## src/rtl/cs_resolve_seq.sv

```systemverilog
// Sequential carry-propagate resolver: turns a carry-save pair (c,s) into c+s,
// adding CHUNK bits per cycle with a registered carry between beats.
module cs_resolve_seq #(
  parameter int WIDTH = 93,
  parameter int CHUNK = 32
) (
  input  logic             clk,
  input  logic             rst_n,
  input  logic             in_valid,
  output logic             in_ready,
  input  logic [WIDTH-1:0] in_c,
  input  logic [WIDTH-1:0] in_s,
  output logic             out_valid,
  input  logic             out_ready,
  output logic [WIDTH-1:0] out_sum,
  output logic             out_carry
);

  localparam int NB = (WIDTH + CHUNK - 1) / CHUNK;
  localparam int PW = NB * CHUNK;
  localparam int BW = (NB > 1) ? $clog2(NB) : 1;
  localparam logic [BW-1:0] LAST_BEAT = BW'(NB - 1);

  typedef enum logic [1:0] {
    S_IDLE = 2'd0,
    S_ADD  = 2'd1,
    S_DONE = 2'd2
  } state_t;

  state_t           r_state;
  state_t           w_next;
  logic [PW-1:0]    r_c;
  logic [PW-1:0]    r_s;
  logic [PW-1:0]    r_acc;
  logic             r_cy;
  logic [BW-1:0]    r_beat;
  logic             r_in_ready;
  logic             r_out_valid;
  logic [WIDTH-1:0] r_out_sum;
  logic             r_out_carry;
  logic [CHUNK:0]   w_add;
  logic [PW+CHUNK:0] w_cat;
  logic [PW:0]      w_fin;
  logic             w_last;

  assign in_ready  = r_in_ready;
  assign out_valid = r_out_valid;
  assign out_sum   = r_out_sum;
  assign out_carry = r_out_carry;
  assign w_last    = (r_beat == LAST_BEAT);

  // Operands are zero-padded to NB*CHUNK bits, so after the last beat the bit at
  // position WIDTH of {carry, accumulator} is exactly the carry out of bit WIDTH-1.
  always_comb begin
    w_add = {1'b0, r_c[CHUNK-1:0]} + {1'b0, r_s[CHUNK-1:0]} + {{CHUNK{1'b0}}, r_cy};
    w_cat = {w_add, r_acc};
    w_fin = w_cat[PW+CHUNK:CHUNK];
  end

  always_comb begin
    w_next = r_state;
    case (r_state)
      S_IDLE: begin
        if (in_valid) w_next = S_ADD;
        else          w_next = S_IDLE;
      end
      S_ADD: begin
        if (w_last) w_next = S_DONE;
        else        w_next = S_ADD;
      end
      S_DONE: begin
        if (out_ready) w_next = S_IDLE;
        else           w_next = S_DONE;
      end
      default: w_next = S_IDLE;
    endcase
  end

  always_ff @(posedge clk or negedge rst_n) begin
    if (!rst_n) begin
      r_state     <= S_IDLE;
      r_in_ready  <= 1'b1;
      r_out_valid <= 1'b0;
    end else begin
      r_state     <= w_next;
      r_in_ready  <= (w_next == S_IDLE);
      r_out_valid <= (w_next == S_DONE);
    end
  end

  // Result shifts in from the top one chunk per beat; the port only updates on entry to DONE.
  always_ff @(posedge clk or negedge rst_n) begin
    if (!rst_n) begin
      r_c         <= '0;
      r_s         <= '0;
      r_acc       <= '0;
      r_cy        <= 1'b0;
      r_beat      <= '0;
      r_out_sum   <= '0;
      r_out_carry <= 1'b0;
    end else begin
      case (r_state)
        S_IDLE: begin
          if (in_valid) begin
            r_c    <= PW'(in_c);
            r_s    <= PW'(in_s);
            r_acc  <= '0;
            r_cy   <= 1'b0;
            r_beat <= '0;
          end
        end
        S_ADD: begin
          r_c    <= r_c >> CHUNK;
          r_s    <= r_s >> CHUNK;
          r_acc  <= w_fin[PW-1:0];
          r_cy   <= w_fin[PW];
          r_beat <= r_beat + BW'(1);
          if (w_last) begin
            r_out_sum   <= w_fin[WIDTH-1:0];
            r_out_carry <= w_fin[WIDTH];
          end
        end
        default: begin
        end
      endcase
    end
  end

endmodule

```

## config.mk

```make
export PLATFORM = sky130hd
export DESIGN_NAME = cs_resolve_seq
export DESIGN_NICKNAME = d
export VERILOG_FILES = /design/src/rtl/cs_resolve_seq.sv
export SDC_FILE = /design/constraint.sdc
export NUM_CORES = 1
export LEC_CHECK = 0
export BUFFER_PORTS_ARGS = -buffer_cell sky130_fd_sc_hd__buf_2
export CAP_MARGIN = 20
export CORE_MARGIN = 2
export CORE_UTILIZATION = 25
export DETAILED_ROUTE_END_ITERATION = 12
export SLEW_MARGIN = 10
export SYNTH_ARGS = -nofsm -noshare
export SYNTH_HDL_FRONTEND = slang
export SYNTH_SLANG_ARGS = --single-unit
```

## constraint.sdc

```tcl
create_clock -name clk -period 4.55 [get_ports clk]
set_clock_uncertainty 0.1 [all_clocks]
set_input_delay 0.455 -clock clk [delete_from_list [all_inputs] [get_ports clk]]
set_output_delay 0.455 -clock clk [all_outputs]
set_load 0.05 [all_outputs]
```

==> flow_summary.yaml, run 1 <==
cts:
  numCtsBuffers: 42
  clock_latency_ns: 0.56
  clkSinkCount: 351
  cts_buffer_depth: 3
  cts_setup_buffers: 0
  cts_tree: "yes"
  cts_root_buffer: "clkbuf_16"
  clk_pin_slew_ns: 0.06
  htree_levels: 2
die:
  fp.dieW_um: 254.6
  die-area_um2: 64810
  die_h_um: 254.6
  rows: 91
  io_pins: 286
  core-area_um2: 61940
  initial_utilization_pct: 25.34
critical_path:
  worstPathCellList: "inv_1 -> fa_1 -> nor2b_1 -> o2111ai_1 -> a21o_1 -> a211oi_1 -> a21oi_1 -> or3b_2 -> a32o_1"
  crit_start: "r_c[0]"
  crit_path_max_fanout: 3
  r2r_slack_ns: 1.46
  startpoint_type: "register"
  required_ns: 4.91
  crit_path_max_incr_delay_ns: 0.51
  rr_startpoint: "r_c[0]"
  endpoint_kind: "register"
  worstSetupPathType: "register to register"
  cp_slowest_cell: "or3b_2"
  arrival_ns: 3.45
pwr:
  leakagePower_uw: 0.009895
  powerDensity_nw_per_um2: 855.9
  ir_drop_v: 0.0004575
timing:
  maxSlewHeadroom_pct: 28.30
  fmax_mhz: 323.7
  fin_tns_setup_ns: 0
  fin_crit_sh_pct: 67.91
  rsz0062_at_grt: "false"
  hold_viol: 0
  setup_violations: 0
  fin_crit_ns: 3.090
  worst_pin_slew_ns: 1.076
  maxSlewViolCount: 0
synthesis:
  syn_area_um2: 15700
  synth.distinct_cells: 65
  postSynth.asyncResetShare_pct: 100.0
  synth_ff_type: "dfrtp_1"
  ys_warn_count: 0
  avgSynthCellArea_um2: 10.56
  synth_fp_nets: 1711
  yosys_register_bits: 351
  netlist_instances: 1487
  synth_edf_count: 0
  synth-seq-area-share_pct: 55.96
global_routing:
  grt_max_degree: 107
  grt_pass1_vias: 12249
  antenna_found_initial: 10
  gr-total-overflow: 0
  grt_pass1_wl_um: 72920
  track_usage_pct: 14.67
route:
  first_pass_iters: 5
  drt_wl_total_um: 48200
  num_vias: 12180
  wl_per_cell_um: 18.11
  vias_per_cell: 4.577
  antenna_left: 0
  drt_first_iter_violations: 650
  drc: 0
layout:
  area_growth_syn_to_layout_pct: 27.83
  multi_input_area_um2: 6501
  nNetsFinal: 2015
  drive_gt1_share_pct: 22.12
  fin_cells: 2661
  n_fill_cell: 6384
  seq_area_um2: 8785
  fin_area_um2: 20070
place:
  io_buffer_count: 285
  placed_area_um2: 18020
  gp_congestion: 0.8455
  placed_cells: 2525
  hpwl_um: 34380
status:
  status: "complete, no violations"
flow_run:
  drv_cap: 0
min_path:
  min_path_type: "primary input to register"
  hp-start: "in_c[80]"
==> final cells by class <==
cell class,count,share of cell area (%)
well taps,837,5.219
flip-flops and latches,351,43.78
clock buffers,56,5.905
multi-input cells,1027,32.40
inverters,9,0.1684
diodes,2,0.02494
clock inverters,19,1.309
repair buffers,360,11.20
==> cell families after synthesis <==
logic type	count (synthesis)	share of synthesized area (%)
AO/OA/AOI/OAI	369	15.85
XOR/XNOR	20	1.116
adder cells (fa/ha/maj)	34	2.806
buffers and inverters	109	2.822
flip-flops	351	55.96
multiplexers	138	8.927
AND/OR/NAND/NOR	466	12.51
==> layout by cell type (no fill, tap or decap), drive strengths merged, types with 6 or more instances in the layout <==
cell         synthesis  routed
clkinv               0       9
mux2i              122     122
o21ai              151     151
and2                 6       6
dlygate4sd3          0      59
clkbuf              68      56
nor3                 8       8
a21o                11      11
xnor2                8       8
a21oi               34      34
dfrtp              350     350
a22o               114     114
nand3               11      11
buf                 32     301
a31oi                6       6
or3                  9       9
nand2              369     369
mux2                16      16
nand4               12      12
nor2b                6       6
inv                  9      12
nand2b               6       6
ha                  32      32
xor2                12      12
nor2                25      25
o21a                 7       7
bufinv               0       6
==> synth_stat cells, types with 11 or more instances <==
cell type  count  area share [%]
buf_1         16            0.38
nand3_1       11            0.35
a21oi_1       34             1.1
nand2_1      368             8.8
clkbuf_1      68             1.6
buf_2         12            0.38
xor2_1        12            0.67
nand4_1       12            0.48
a22o_1       114             6.4
o21ai_0      142             4.5
ha_1          32             2.6
mux2_2        16             1.1
mux2i_1      122             7.8
dfrtp_1      350              56
nor2_1        25            0.60
a21o_1        11            0.53
==> what timing repair did <==
| item | CTS | global route |
|---|---|---|
| hold buffers | 59 | 0 |
| hold endpoints to repair | 161 | 0 |
| endpoints found under the setup margin | 0 | 0 |
| gates resized for setup | 0 | 0 |
==> power breakdown <==
group          total (uW)  switching (uW)  internal (uW)  leakage [uW]
Sequential           5320             861           4460       0.00451
Clock                3550            1380           2170      0.000715
Combinational        8310            5530           2770       0.00467
==> layer usage <==
layer | up-vias | GRT usage, % | part of all wire [%] | wire, um
li1 | 5858 | - | - | -
met1 | 5927 | 19.81 | 46 | 22190
met2 | 322 | 23.46 | 46 | 22200
met3 | 67 | 3.235 | 5.5 | 2669
met4 | 6 | 4.444 | 2.3 | 1104
met5 | - | 0 | 0.085 | 41
==> worst paths after layout <==
path / end / depth (start not counted)
worst max-delay path: r_acc[93] / 9
worst min-delay path: r_c[80] / 2
worst max register to register: r_acc[93] / 9
worst min register to register: out_sum[20] / 2
max in group asynchronous: r_c[55] / 3
min in group asynchronous: out_sum[44] / 2
==> through the flow <==
step	power [uW]	utilization [%]	setup WS, ns	hold WS (ns)
after detailed placement	13770	29.10	1.494	0.3542
after floorplan	11100	-	1.858	0.05941
after global placement	13590	29.10	1.522	0.3529
after CTS	17450	32.39	1.482	0.001603
after global routing	18410	32.40	1.341	0.004714
final	17170	32.40	1.460	0.03594
==> sequential cells by signal (all words and copies together) (netlist names) <==
register	count
r_state	2
r_acc	64
r_beat	2
in_ready	1
r_c	93
out_carry	1
out_valid	1
out_sum	93
r_s	93
r_cy	1
==> critical path, delay by kind of cell (launching register included) <==
kind,cells,cell delay (ns)
AO/OA/AOI/OAI,5,1.34
AND/OR/NAND/NOR,2,0.68
adder cells (fa/ha/maj),1,0.46
flip-flops,1,0.34
buffers and inverters,1,0.06
(Power assumes the default switching activity.)
==> inputs of run 2 (changes only) <==
Settings changed: ABC_AREA from default to 1.
Clock period 4.55 ns to 2.6 ns, I/O delays scaled along.
==> run 2 against run 1 <==
  * The run now ends with negative hold slack left
  * Sequential share of layout area shrank 3.8 points
  * Combinational power grew 120%
  * Register-to-register slack lost 1.3 ns
  * Sequential power grew 80%
  * Largest power group unchanged
  * Highest routed layer unchanged
==> flow_summary.yaml, run 2 <==
layout:
  final_cell_mix: "621 x nand2_1, 350 x dfrtp_1, 284 x buf_2, 254 x inv_1, 242 x o21ai_0"
  layout_commonest_cell: "nand2_1"
  drive_gt1_share_pct: 15.67
  nNetsFinal: 2683
  area_growth_syn_to_layout_pct: 33.52
  n_fill_cell: 6846
place:
  hpwl_um: 37240
  pre_cts_ws_ns: 0.1756
  io_buffer_count: 285
  gp_congestion: 0.8278
cts:
  clk_pin_slew_ns: 0.06
  numCtsBuffers: 42
  htree_levels: 2
  cts_buffer_depth: 3
  cts_root_buffer: "clkbuf_16"
  clkSinkCount: 351
  clock_latency_ns: 0.57
  cts_tree: "yes"
  cts_setup_buffers: 0
die:
  io_pins: 286
  core-area_um2: 65510
  initial_utilization_pct: 25.12
  die_h_um: 260.6
  fp.dieW_um: 260.6
  rows: 94
  die-area_um2: 67890
status:
  status: "finished, violations left"
  violations: "negative hold slack"
route:
  drc: 0
  wl_met2_um: 24090
  m1WireLength_um: 25470
  first_pass_iters: 5
  drt_first_iter_violations: 1060
  wl_per_cell_um: 16.09
  wl_met3_um: 3180
  drt_wl_total_um: 54080
  antenna_left: 0
  top_layer: "met5"
  vias_per_cell: 4.318
  num_vias: 14513
synthesis:
  ys_warn_count: 0
  yosys_register_bits: 351
  yosys-top-cells-area: "dfrtp_1 53%, nand2_1 14%, o21ai_0 7.4%"
  synth_common_cells: "621 x nand2_1, 350 x dfrtp_1, 255 x inv_1"
  synth_ff_type: "dfrtp_1"
  synth-seq-area-share_pct: 53.39
  synth_fp_nets: 2256
  netlist_instances: 2032
  synth_most_common_cell: "nand2_1"
  synth_top_cell_by_area: "dfrtp_1"
  synth.distinct_cells: 32
  synth.top_cell.area_share_pct: 53.23
  synth_edf_count: 0
  postSynth.asyncResetShare_pct: 100.0
  syn_area_um2: 16450
  avgSynthCellArea_um2: 8.098
critical_path:
  arrival_ns: 2.75
  startpoint_type: "register"
  required_ns: 2.94
  r2r_slack_ns: 0.19
  reg2reg_depth: 13
  endpoint_kind: "register"
  worstSetupPathType: "register to register"
  crit_path_max_fanout: 4
global_routing:
  antenna_found_initial: 12
  grt_pass1_vias: 14259
  grt_pass1_wl_um: 82970
  gr-total-overflow: 0
  track_usage_pct: 15.84
  grt_max_degree: 130
timing:
  setup_violations: 0
  hold_viol: 1
  fin_tns_setup_ns: 0
  layout_setup_ws_ns: 0.1923
  worst_pin_slew_ns: 0.8690
  fin_crit_ns: 2.408
  holdWs_ns: -0.005286
  fmax_mhz: 415.3
  fin_crit_sh_pct: 92.60
  rsz0062_at_grt: "false"
  maxSlewHeadroom_pct: 42.06
  maxSlewViolCount: 0
pwr:
  ir_drop_v: 0.001021
  leakagePower_uw: 0.01102
  p_total_uw: 33980
  powerDensity_nw_per_um2: 1546
flow_run:
  drv_cap: 0
min_path:
  min_path_type: "primary input to register"
  hold_path_depth: 3
run 2: routing by layer:
layer,GRT usage [%],up-vias
met3,3.312,80
met5,0,-
li1,-,7311
met2,24.99,371
met4,4.635,8
met1,21.85,6743
run 2: timing repair:
item	CTS	global route
endpoints found under the hold margin	234	0
hold buffers	174	0
gates resized for setup	0	1
setup endpoints to repair	0	3
run 2: stage by stage:
step / hold slack, ns / utilization [%] / instances / instance area (um2)
detailed placement: 0.2168 / 28.68 / 3105 / 18790
global route: 0.02968 / 33.53 / 3358 / 21960
finish: -0.005286 / 33.54 / 3361 / 21970
CTS: 0.001145 / 33.50 / 3353 / 21940
floorplan: -0.1356 / - / 2032 / 16450
global placement: 0.2172 / 28.68 / 3105 / 18790
run 2: report_power, final:
part / total, uW / internal (uW) / switching (uW) / leakage [uW]
sequential: 9600 / 8150 / 1450 / 0.00440
clock: 6110 / 3700 / 2410 / 0.000698
combinational: 18300 / 5400 / 12900 / 0.00593
run 2: cell type report:
cell class                 count  area [um2]  area share, %
timing repair buffer         484        3553          16.17
clock inverter                17       227.7          1.037
tap                          864        1081          4.921
inverter                     259       979.7          4.459
multi-input combinational   1321        6135          27.92
antenna                        8       20.02        0.09112
sequential                   351        8785          39.99
clock buffer                  57        1189          5.410
run 2: path summary, 6_finish.rpt:
path / from / endpoint
hold / removal: in_s[35] / r_s[35]
max in group asynchronous: rst_n / r_s[83]
min in group asynchronous: rst_n / out_sum[0]
setup reg to reg: r_c[0] / out_sum[92]
setup / recovery: r_c[0] / out_sum[92]
hold reg to reg: out_sum[85] / out_sum[85]
run 2: cell families (layout without fill, tap and decap cells):
| logic type | Yosys count | count (layout) | share of synthesized area (%) |
|---|---|---|---|
| simple gates | 806 | 806 | 19.15 |
| other cells | 0 | 8 | 0 |
| fa+ha+maj | 34 | 34 | 2.677 |
| compound gates | 468 | 468 | 14.63 |
| buf+inv | 360 | 817 | 9.467 |
| flops | 351 | 351 | 53.39 |
| xor+xnor | 13 | 13 | 0.6920 |
run 2: worst max-delay path, stage by stage (launching register included):
cell and delay, ns:
dfrtp_1 0.32, inv_1 0.06, fa_1 0.47, fa_1 0.43, inv_1 0.11, nand3_1 0.09
nand3_2 0.10, nand2_1 0.06, nand3_1 0.14, nand2_1 0.12, nand2_1 0.08, nand2_1 0.06
nand3_1 0.07, nand2_1 0.07
==> inputs of run 3 (changes only) <==
Settings changed: CORE_UTILIZATION 25 to 45, PLACE_DENSITY from default to 0.69, SLEW_MARGIN 10 to default.
==> run 3 against run 2 <==
  * The flow now finishes without violations
  * Wire length is 12% lower
  * Maximum frequency up 0.11%
  * Die area is 44% lower
  * Hold slack improved by 0.017 ns
  * Register-to-register slack barely moved
  * Count of clock-buffer cells in the layout shrank 2
  * Sequential share of layout area rose by 1.5 points
  * Sequential power down 1%
  * Core utilization up 25 points
  * Combinational power down 2%
  * Non-clock buffer count decreased by 7
  * Flip-flop and latch count stayed put
==> flow_summary.yaml, run 3 (synthesis results as in run 2) <==
status:
  status: "complete, no violations"
timing:
  fmax_mhz: 415.8
  worst_pin_slew_ns: 0.7545
  maxSlewHeadroom_pct: 49.70
  fin_crit_sh_pct: 92.50
  hold_viol: 0
  fin_crit_ns: 2.405
  rsz0062_at_grt: "false"
  fin_tns_setup_ns: 0
  maxSlewViolCount: 0
  setup_violations: 0
pwr:
  clock_power_share_pct: 16.6
  p_sw_share_pct: 49.04
  ir_drop_v: 0.0009629
  leakagePower_uw: 0.01089
  p_int_uw: 16760
  p_seq_share_pct: 28.8
  powerDensity_nw_per_um2: 1554
  p_comb_share_pct: 54.6
  power.switching_uw: 16130
layout:
  layout_commonest_cell: "nand2_1"
  fin_cells: 2944
  area_growth_syn_to_layout_pct: 28.61
  nNetsFinal: 2672
  final_cell_mix: "620 x nand2_1, 350 x dfrtp_1, 284 x buf_2, 254 x inv_1, 242 x o21ai_0"
  n_fill_cell: 3114
  drive_gt1_share_pct: 15.43
  fin_area_um2: 21160
place:
  io_buffer_count: 285
  hpwl_um: 32140
  placed_area_um2: 18200
  gp_congestion: 0.9278
  placed_cells: 2707
critical_path:
  rr_startpoint: "r_c[0]"
  startpoint_type: "register"
  crit_end: "r_acc[84]"
  worstSetupPathType: "register to register"
  r2r-end: "r_acc[84]"
  arrival_ns: 2.72
  crit_path_max_fanout: 4
  required_ns: 2.91
  endpoint_kind: "register"
  crit_start: "r_c[0]"
  r2r_slack_ns: 0.20
  reg2reg_depth: 13
die:
  fp.dieW_um: 195.2
  initial_utilization_pct: 45.27
  io_pins: 286
  die-area_um2: 38110
  die_h_um: 195.2
  core-area_um2: 36350
  rows: 70
cts:
  cts_tree: "yes"
  clk_pin_slew_ns: 0.06
  numCtsBuffers: 38
  cts_setup_buffers: 0
  htree_levels: 2
  clkSinkCount: 351
  cts_root_buffer: "clkbuf_16"
  cts_buffer_depth: 3
  clock_latency_ns: 0.54
global_routing:
  gr-total-overflow: 0
  grt_max_degree: 143
  grt_pass1_wl_um: 77180
  track_usage_pct: 25.21
  grt_pass1_vias: 14757
  antenna_found_initial: 1
route:
  drc: 0
  num_vias: 14933
  wl_per_cell_um: 16.17
  drt_wl_total_um: 47610
  drt_first_iter_violations: 1086
  antenna_left: 0
  vias_per_cell: 5.072
  first_pass_iters: 6
flow_run:
  drv_cap: 0
min_path:
  min_path_type: "primary input to register"
[run 3: cell types whose count changed in the layout (fill, tap and decap cells not counted), sizes merged]
cell,previous run,this run
dlygate4sd3,174,169
bufinv,5,3
buf,310,308
clkbuf,57,55
clkinv,11,9
clkinvlp,1,0
diode,8,1
[run 3: metal layers]
layer,up-vias,wire (um),track usage (%)
li1,7274,-,-
met1,7090,21680,35.51
met2,491,22040,40.83
met3,78,2852,3.972
met4,0,1041,6.588
met5,-,0,0
[run 3: stage by stage]
stage | hold WS, ns | setup WS, ns | total power (uW) | util (%)
6_report | 0.01155 | 0.1950 | 32900 | 58.22
5_1_grt | 0.03968 | 0.02527 | 35710 | 58.22
4_1_cts | 0.003164 | 0.1747 | 32950 | 58.21
3_5_place_dp | 0.2400 | 0.1841 | 27160 | 50.08
3_3_place_gp | 0.2346 | 0.2658 | 26820 | 50.08
2_1_floorplan | -0.1356 | 0.4341 | 22490 | -
[run 3: layout make-up]
type	instances	area (um2)	share of cell area, %
multi-input combinational	1321	6132	28.98
inverter	259	979.7	4.629
sequential	351	8785	41.51
antenna	1	2.502	0.01182
timing repair buffer	477	3413	16.13
tap	468	585.6	2.767
clock inverter	12	138.9	0.6563
clock buffer	55	1126	5.321
[run 3: worst min path at each step]
stage | from | to | slack, ns | depth (start not counted)
5_1_grt | in_c[43] | r_c[43] | 0.04 | 3
4_1_cts | in_s[38] | r_s[38] | 0.003 | 3
3_3_place_gp | rst_n | out_sum[3] | 0.23 | 1
3_5_place_dp | rst_n | out_sum[32] | 0.24 | 1
6_report | in_c[43] | r_c[43] | 0.01 | 3
2_1_floorplan | rst_n | out_carry | -0.14 | 0
[run 3: repair_timing]
item                                    4_1_cts  5_1_grt
hold buffers                                169        0
gates resized for setup                       0        1
endpoints found under the setup margin        0        2
hold endpoints to repair                    249        0
[run 3: power by group through the flow]
stage | clock network (uW) | logic [uW] | registers (uW)
2_1_floorplan | 0 | 11200 | 11300
3_3_place_gp | 0 | 17400 | 9470
3_5_place_dp | 0 | 17600 | 9550
4_1_cts | 5570 | 17900 | 9470
5_1_grt | 5790 | 20200 | 9750
6_report | 5470 | 17900 | 9480
[run 3: worst max-delay path, cell delays in order, from the launching register on]
cell and delay [ns]:
dfrtp_1 0.33, inv_1 0.07, fa_1 0.46, fa_1 0.42
inv_1 0.10, nand3_1 0.07, nand3_1 0.14, nand2_1 0.08
nand3_1 0.14, nand2_1 0.10, nand2_1 0.07, nand2_1 0.06
nand3_1 0.07, o21ai_0 0.08
